**config.mk**
```make
export PLATFORM = sky130hd
export DESIGN_NAME = fifo_rd_stream_adapter_flat
export DESIGN_NICKNAME = d
export VERILOG_FILES = /design/src/rtl/shared_pkg.sv /design/src/rtl/fifo_rd_stream_adapter_if.sv /design/src/rtl/fifo_rd_skid_buf.sv /design/src/rtl/fifo_rd_stream_adapter.sv /design/src/flat_wrapper.sv
export SDC_FILE = /design/constraint.sdc
export NUM_CORES = 1
export LEC_CHECK = 0
export CAP_MARGIN = 20
export CELL_PAD_IN_SITES_DETAIL_PLACEMENT = 0
export CELL_PAD_IN_SITES_GLOBAL_PLACEMENT = 1
export CORE_ASPECT_RATIO = 0.6
export CORE_MARGIN = 2
export CORE_UTILIZATION = 40
export CTS_CLUSTER_SIZE = 40
export DETAILED_ROUTE_END_ITERATION = 8
export PLACE_DENSITY_LB_ADDON = 0.1
export SLEW_MARGIN = 30
export SYNTH_ARGS = -nofsm -noshare
export SYNTH_HDL_FRONTEND = slang
export SYNTH_SLANG_ARGS = --single-unit
```
**constraint.sdc**
```tcl
create_clock -name clk -period 3.1 [get_ports clk]
set_input_delay 0.93 -clock clk [delete_from_list [all_inputs] [get_ports clk]]
set_output_delay 0.93 -clock clk [all_outputs]
set_load 0.01 [all_outputs]
```
**src/rtl/shared_pkg.sv**
```systemverilog
// Constants and types shared by the FIFO read-side stream adapter.
// FIFO_WIDTH matches the upstream synchronous FIFO data width.
package shared_pkg;

    localparam int FIFO_WIDTH      = 16;
    localparam int ADAPT_BUF_DEPTH = 2;
    localparam int ADAPT_CNT_WIDTH = 16;

    typedef logic [1:0] occ_t;

endpackage

```
**src/rtl/fifo_rd_stream_adapter_if.sv**
```systemverilog
// Valid/ready stream bundle carried out of the FIFO read adapter.
// The master drives valid/data; the slave drives ready.
interface fifo_rd_stream_adapter_if
    import shared_pkg::*;
#(
    parameter int DW = FIFO_WIDTH
);

    logic          valid;
    logic          ready;
    logic [DW-1:0] data;

    modport master (output valid, output data, input ready);
    modport slave  (input valid, input data, output ready);

endinterface

```
**src/rtl/fifo_rd_skid_buf.sv**
```systemverilog
// Two-entry head/tail output buffer; head is the presented word.
// A pop shifts tail into head on the same edge as any capture.
module fifo_rd_skid_buf
    import shared_pkg::*;
#(
    parameter int DW = FIFO_WIDTH
) (
    input  logic          clk,
    input  logic          rst_n,
    input  logic          push_i,
    input  logic [DW-1:0] data_i,
    input  logic          pop_i,
    output occ_t          occ_o,
    output logic [DW-1:0] head_o
);

    occ_t          occ_q, occ_d, left;
    logic [DW-1:0] head_q, head_d;
    logic [DW-1:0] tail_q, tail_d;

    assign left = occ_q - {1'b0, pop_i};

    always_comb begin
        head_d = head_q;
        tail_d = tail_q;
        if (pop_i && occ_q == 2'd2) begin
            head_d = tail_q;
        end
        // the incoming word goes wherever the first free slot is after the pop
        if (push_i) begin
            if (left == 2'd0) begin
                head_d = data_i;
            end else begin
                tail_d = data_i;
            end
        end
        occ_d = left + {1'b0, push_i};
    end

    always_ff @(posedge clk or negedge rst_n) begin
        if (!rst_n) begin
            occ_q  <= '0;
            head_q <= '0;
            tail_q <= '0;
        end else begin
            occ_q  <= occ_d;
            head_q <= head_d;
            tail_q <= tail_d;
        end
    end

    assign occ_o  = occ_q;
    assign head_o = head_q;

endmodule

```
**src/rtl/fifo_rd_stream_adapter.sv**
```systemverilog
// Turns the FIFO rd_en/registered data_out port into a valid/ready stream,
// issuing reads only against free buffer credits.
module fifo_rd_stream_adapter
    import shared_pkg::*;
#(
    parameter int DATA_WIDTH = FIFO_WIDTH,
    parameter int BUF_DEPTH  = ADAPT_BUF_DEPTH,
    parameter int CNT_WIDTH  = ADAPT_CNT_WIDTH
) (
    input  logic                  clk,
    input  logic                  rst_n,
    input  logic                  enable,
    input  logic                  fifo_empty,
    input  logic [DATA_WIDTH-1:0] fifo_data_out,
    output logic                  fifo_rd_en,
    fifo_rd_stream_adapter_if.master m,
    output logic                  busy,
    output logic [CNT_WIDTH-1:0]  word_cnt
);

    if (BUF_DEPTH != 2) begin : g_bad_depth
        $fatal(1, "fifo_rd_stream_adapter: BUF_DEPTH must be 2");
    end

    occ_t                  occ;
    logic                  in_flight_q, in_flight_d;
    logic                  m_valid, m_ready, pop;
    logic [DATA_WIDTH-1:0] m_data;
    logic [2:0]            pend;
    logic [CNT_WIDTH-1:0]  word_cnt_q, word_cnt_d;

    assign m_ready = m.ready;
    assign m.valid = m_valid;
    assign m.data  = m_data;

    assign m_valid = (occ != 2'd0);
    assign pop     = m_valid & m_ready;

    // words owned after this edge: buffered plus in flight, minus the one leaving
    assign pend = {1'b0, occ} + {2'b0, in_flight_q} - {2'b0, pop};

    assign fifo_rd_en  = rst_n & enable & ~fifo_empty & (pend < 3'd2);
    assign in_flight_d = fifo_rd_en;
    assign word_cnt_d  = word_cnt_q + CNT_WIDTH'(pop);

    always_ff @(posedge clk or negedge rst_n) begin
        if (!rst_n) begin
            in_flight_q <= 1'b0;
            word_cnt_q  <= '0;
        end else begin
            in_flight_q <= in_flight_d;
            word_cnt_q  <= word_cnt_d;
        end
    end

    fifo_rd_skid_buf #(
        .DW(DATA_WIDTH)
    ) u_buf (
        .clk   (clk),
        .rst_n (rst_n),
        .push_i(in_flight_q),
        .data_i(fifo_data_out),
        .pop_i (pop),
        .occ_o (occ),
        .head_o(m_data)
    );

    assign busy     = m_valid | in_flight_q;
    assign word_cnt = word_cnt_q;

endmodule

```
**src/flat_wrapper.sv**
```systemverilog
// flat-port wrapper written by rule: the top's interface ports become plain ports
module fifo_rd_stream_adapter_flat import shared_pkg::*;
#(
    parameter int DATA_WIDTH = FIFO_WIDTH,
    parameter int BUF_DEPTH  = ADAPT_BUF_DEPTH,
    parameter int CNT_WIDTH  = ADAPT_CNT_WIDTH
)
  (clk, rst_n, enable, fifo_empty, fifo_data_out, fifo_rd_en, busy, word_cnt, m_valid, m_data, m_ready);
  fifo_rd_stream_adapter_if #(.DW(16)) m_i ();
  input  logic clk;
  input  logic rst_n;
  input  logic enable;
  input  logic fifo_empty;
  input  logic [DATA_WIDTH-1:0] fifo_data_out;
  output logic fifo_rd_en;
  output logic busy;
  output logic [CNT_WIDTH-1:0] word_cnt;
  output wire logic [$bits(m_i.valid)-1:0] m_valid;
  output wire logic [$bits(m_i.data)-1:0] m_data;
  input wire logic [$bits(m_i.ready)-1:0] m_ready;
  assign m_valid = m_i.valid;
  assign m_data = m_i.data;
  assign m_i.ready = m_ready;
  fifo_rd_stream_adapter #(.DATA_WIDTH(DATA_WIDTH), .BUF_DEPTH(BUF_DEPTH), .CNT_WIDTH(CNT_WIDTH)) u_core (.clk(clk), .rst_n(rst_n), .enable(enable), .fifo_empty(fifo_empty), .fifo_data_out(fifo_data_out), .fifo_rd_en(fifo_rd_en), .m(m_i), .busy(busy), .word_cnt(word_cnt));
endmodule
```
---- Word level (Yosys, flattened, before mapping) ----
Index checks and enable logic that the tools add are counted.
word-level totals
  register bits ........................... 51
  latch bits .............................. 0
  RAM bits ................................ 0
  ROM bits ................................ 0
  input port bits ......................... 21
  output and inout bits ................... 35
  logic and storage cells ................. 26
  memories ................................ 0
cells by class
  add/sub/neg operators ................... 5
  $mul .................................... 0
  divide/modulo/power cells ............... 0
  $lt $le $gt $ge ......................... 1
  equality and inequality tests ........... 1
  shift operators ......................... 0
  muxes and demuxes ....................... 3
  bitwise logic cells ..................... 7
  reductions and logical operators ........ 4
operators with widths
  cell                  number
  $mux W16              3
  $add A16 B1 Y16       1
  $and A1 B1 Y1         4
  $add A2 B1 Y3         1
  $lt A3 B2 Y1 const B  1
  $sub A3 B1 Y3         1
  $add A2 B1 Y2         1
  $eq A2 B2 Y1 const B  1
  $logic_not A2 Y1      1
  $not A1 Y1            2
  $reduce_and A2 Y1     1
  $reduce_bool A2 Y1    1
  $sub A2 B1 Y2         1
  $logic_and A1 B1 Y1   1
  $or A1 B1 Y1          1

---- Depth between registers and ports, before layout ----
  word-level depth ........................ 6
  gate-level depth with buffers ........... 8
  mapped depth without buffers ............ 7

---- Hierarchy ----
A second synthesis with hierarchy kept.
unflattened totals
  cells, all modules ...................... 164
  area total of the unflattened synthesis .. 2412.3 µm²
modules (own cells, without submodules)
  module                  instances  cells an instance  area an instance (µm²)  sequential area each (µm²)
  fifo_rd_skid_buf        1          94                 1585.3                  850.8
  fifo_rd_stream_adapter  1          70                 827.0                   425.4

---- Worst setup path before layout ----
No wires, ideal clock.
  path kind ............................... input to output
  from .................................... in m_ready
  to ...................................... out fifo_rd_en
  arrival ................................. 1983 ps
  required time ........................... 2170 ps
  slack ................................... 187 ps
  stages .................................. 5
  path buffers ............................ 0
  cell sequence ........................... and2_1 -> nor2b_1 -> fa_1 -> nand4b_1 -> nor2_1
between the ends
  cells in the longest elaborated chain, start to end .. 4
ends and longest elaborated chain
  what                line                          RTL
  start: declaration  flat_wrapper.sv:20            input wire logic [$bits(m_i.ready)-1:0] m_ready;
  $and A1 B1 Y1       fifo_rd_stream_adapter.sv:37  assign pop = m_valid & m_ready;
  $sub A3 B1 Y3       fifo_rd_stream_adapter.sv:40  assign pend = {1'b0, occ} + {2'b0, in_flight_q} - {2'b0, pop};
  $lt A3 B2 Y1        fifo_rd_stream_adapter.sv:42  assign fifo_rd_en = rst_n & enable & ~fifo_empty & (pend < 3'd2);
  $and A1 B1 Y1       fifo_rd_stream_adapter.sv:42
  end: declaration    flat_wrapper.sv:15            output logic fifo_rd_en;
No other way between the ends.

---- Worst setup path after layout ----
Ends and elaborated chain as after synthesis.

==> results.toml <==
[synth]
synth.mux.area_fraction_pct = 24.57
synth_area_leaders = "dfrtp_1 55%, mux2_2 19%, mux2_4 5.2%"
synth_top_area_share_pct = 54.96
syn_area_um2 = 2322
synth_common_cells = "51 x dfrtp_1, 40 x mux2_2, 10 x xor2_1"
yosysTopAreaCell = "dfrtp_1"
yosysSeqAreaShare_pct = 54.96
synth_most_common_cell = "dfrtp_1"
synth_async_sr_flop_share_pct = 100.0
synth-seq-cells = 51
synth-xor-area-share_pct = 6.412
ys_dominant_reg_cell = "dfrtp_1"
syn_inst = 163
synth-compound-area-share_pct = 0.3772
post_synth_fa_ha_maj_area_fraction_pct = 2.478
yosys.area_share.simple_pct = 9.429
avgSynthCellArea_um2 = 14.25
syn-num-nets = 188
synth_cell_types = 26
synth_top_family_by_area = "multiplexers"
yosys_warnings = 0
synth_edf_count = 0

[die]
core_area_um2 = 5597
start_util_pct = 41.49
die_h_um = 63.02
die_x_um = 102.4
pin_count = 56
fp-row-count = 21
die-area_um2 = 6451

[routing]
viasPerCell = 4.872
avgRoutedWirePerCell_um = 15.53
drc = 0
first_iter_violations = 48
wl_um = 4844
ant_nets = 0
dr.pass1.iters = 4
num_vias = 1520

[min_path]
hold_path_class = "reg -> reg"
min_to = "u_core.word_cnt[15]"
holdPathStages = 1
min_from = "u_core.word_cnt[15]"

[clock_tree]
ctsHtreeMaxLevel = 2
cts_buffers = 5
cts-root-buf = "clkbuf_8"
clock_path_buffers = 2
hold_buffers = 0
clk_pin_slew_ns = 0.09
cts.sinks = 51
clock_latency_ns = 0.30
cts_tree = "yes"

[layout]
layout.nets = 257
drive_gt1_share_pct = 32.76
antenna_cells = 0
synthToLayoutAreaGrowth_pct = 34.32

[worst_setup_path]
crit_required_ns = 2.17
cp.arrival_ns = 2.17
endpoint_kind = "primary output"
reg2reg_from = "u_core.u_buf.occ_o[1]"
critPathLaunchType = "input pin"
reg2reg_depth = 8
r2r_slack_ns = 1.21
crit_type = "in -> out"
critPathMaxFanout = 5
r2r_end = "u_core.in_flight_q"

[power]
swShare_pct = 29.43
pwr-share-seq_pct = 42.0
p_per_area_nw_per_um2 = 782.5
power_switching_w = 0.0007182
vdd.ir_drop.worst_mv = 0.2939
clockPowerShare_pct = 15.6
combinationalPowerShare_pct = 42.4
internal-power_w = 0.001723
p_leak_nw = 1.464

[global_routing]
grt-ovfl-total = 0
antenna_found_initial = 0
track_usage_pct = 16.55
grt_pass1_wl_um = 8107
grt_max_degree = 52
grt_pass1_vias = 1637

[placed_design]
place_congestion = 0.7918
dp_hpwl_um = 3482
pre_cts_slack_ns = -0.9427
io_buffers = 55

[timing]
final_hold_viol_count = 0
fin_crit_ns = 3.096
setup_viol = 0
tightest_slew_ns = 0.6496
rsz0062_at_grt = "yes"
fin_ws_ns = 0.003562
slew_viol_final = 0
fin_setup_tns_ns = 0
max_slew_margin_pct = 56.70
fin_worst_skew_ns = 0.003951
max_freq_ghz = 0.3230
period_share_pct = 99.89

[flow_run]
drv.max_cap_violation_count = 0

[outcome]
outcome = "completed"
==> how the worst max path moves through the flow <==
stage | startpoint | to | slack [ns] | cells after the start
2_1_floorplan | m_ready | fifo_rd_en | 0.19 | 5
3_3_place_gp | m_ready | fifo_rd_en | -0.88 | 7
3_5_place_dp | m_ready | fifo_rd_en | -0.94 | 7
4_1_cts | m_ready | fifo_rd_en | 0.02 | 7
5_1_grt | m_ready | fifo_rd_en | -0.08 | 7
6_report | m_ready | fifo_rd_en | 0.004 | 7
==> placed cells by master (no fill, tap or decap) <==
master and count:
fa_1 1, buf_2 2, clkinv_2 1, ha_1 3, nor2b_1 1, buf_4 11
nand4b_1 1, or2_4 1, buf_8 1, nor3_1 3, nor2b_4 1, o21ai_2 1
nor2_1 1, inv_1 2, xor2_1 10, nand2_1 6, nor4_1 4, and2_4 1
nand3b_2 1, nand3_1 5, mux2_2 40, mux2_4 8, nand4_1 6, nand3b_4 1
or3_1 1, and4_1 1, dfrtp_1 51, xnor2_1 7, clkbuf_8 6, nand2b_1 1
nor2_2 1, clkdlybuf4s50_1 52
==> area by class of cell <==
type / count / area [um2]
clock inverters: 1 / 5.005
flip-flops and latches: 51 / 1276
repair buffers: 66 / 628.1
clock buffers: 6 / 82.58
fillers: 467 / 2477
well taps: 80 / 100.1
inverters: 2 / 7.507
multi-input cells: 106 / 1020
==> per-layer routing <==
metal / vias to the layer above / GRT usage [%] / routed length, um
met2: 39 / 24.51 / 2151
met3: 6 / 4.474 / 279
met1: 758 / 23.96 / 2370
li1: 717 / - / -
met4: 0 / 4.500 / 43
met5: - / 0 / 0
==> power by group through the flow <==
stage | registers [W] | logic (W) | clock network (W)
final | 0.00102 | 0.00103 | 0.000381
after global routing | 0.00105 | 0.00112 | 0.000427
after CTS | 0.00102 | 0.00104 | 0.000396
after detailed placement | 0.00104 | 0.00102 | 0
after global placement | 0.00101 | 0.000989 | 0
after floorplan | 0.00107 | 0.000517 | 0
==> cells by family (layout without fill, tap and decap cells) <==
logic type	after synthesis	after routing
AO/OA/AOI/OAI	1	1
XOR/XNOR	17	17
adder cells (fa/ha/maj)	4	4
buffers and inverters	6	75
flip-flops	51	51
multiplexers	48	48
AND/OR/NAND/NOR	36	36
==> worst max-delay path, stage by stage <==
cell and delay [ns]:
buf_8 0.11, and2_4 0.13, nor2b_4 0.12, fa_1 0.50, nand4b_1 0.10, nor2_2 0.13
buf_2 0.14
==> per-stage QoR <==
stage          area, um2  hold slack [ns]  power, W  std cells  utilization (%)
2_1_floorplan       2322           0.4753  0.001585        163                -
3_3_place_gp        3002           0.4560  0.002004        303            53.63
3_5_place_dp        3002           0.4768  0.002057        303            53.63
4_1_cts             3100           0.4889  0.002456        311            55.40
5_1_grt             3119           0.5013  0.002606        312            55.73
6_report            3119           0.4767  0.002441        312            55.73
==> sequential cells by signal (all words and copies together), names as in the netlist <==
register             cells
u_core.in_flight_q       1
u_core.u_buf.head_o     16
u_core.word_cnt         16
u_core.u_buf.occ_o       2
u_core.u_buf.tail_q     16
==> repair_timing <==
action,in CTS,in global routing
resized for setup,13,3
pin swaps,2,2
endpoints found under the setup margin,1,1
hold endpoints to repair,0,0
buffers inserted,1,1
(Power assumes the default switching activity.)
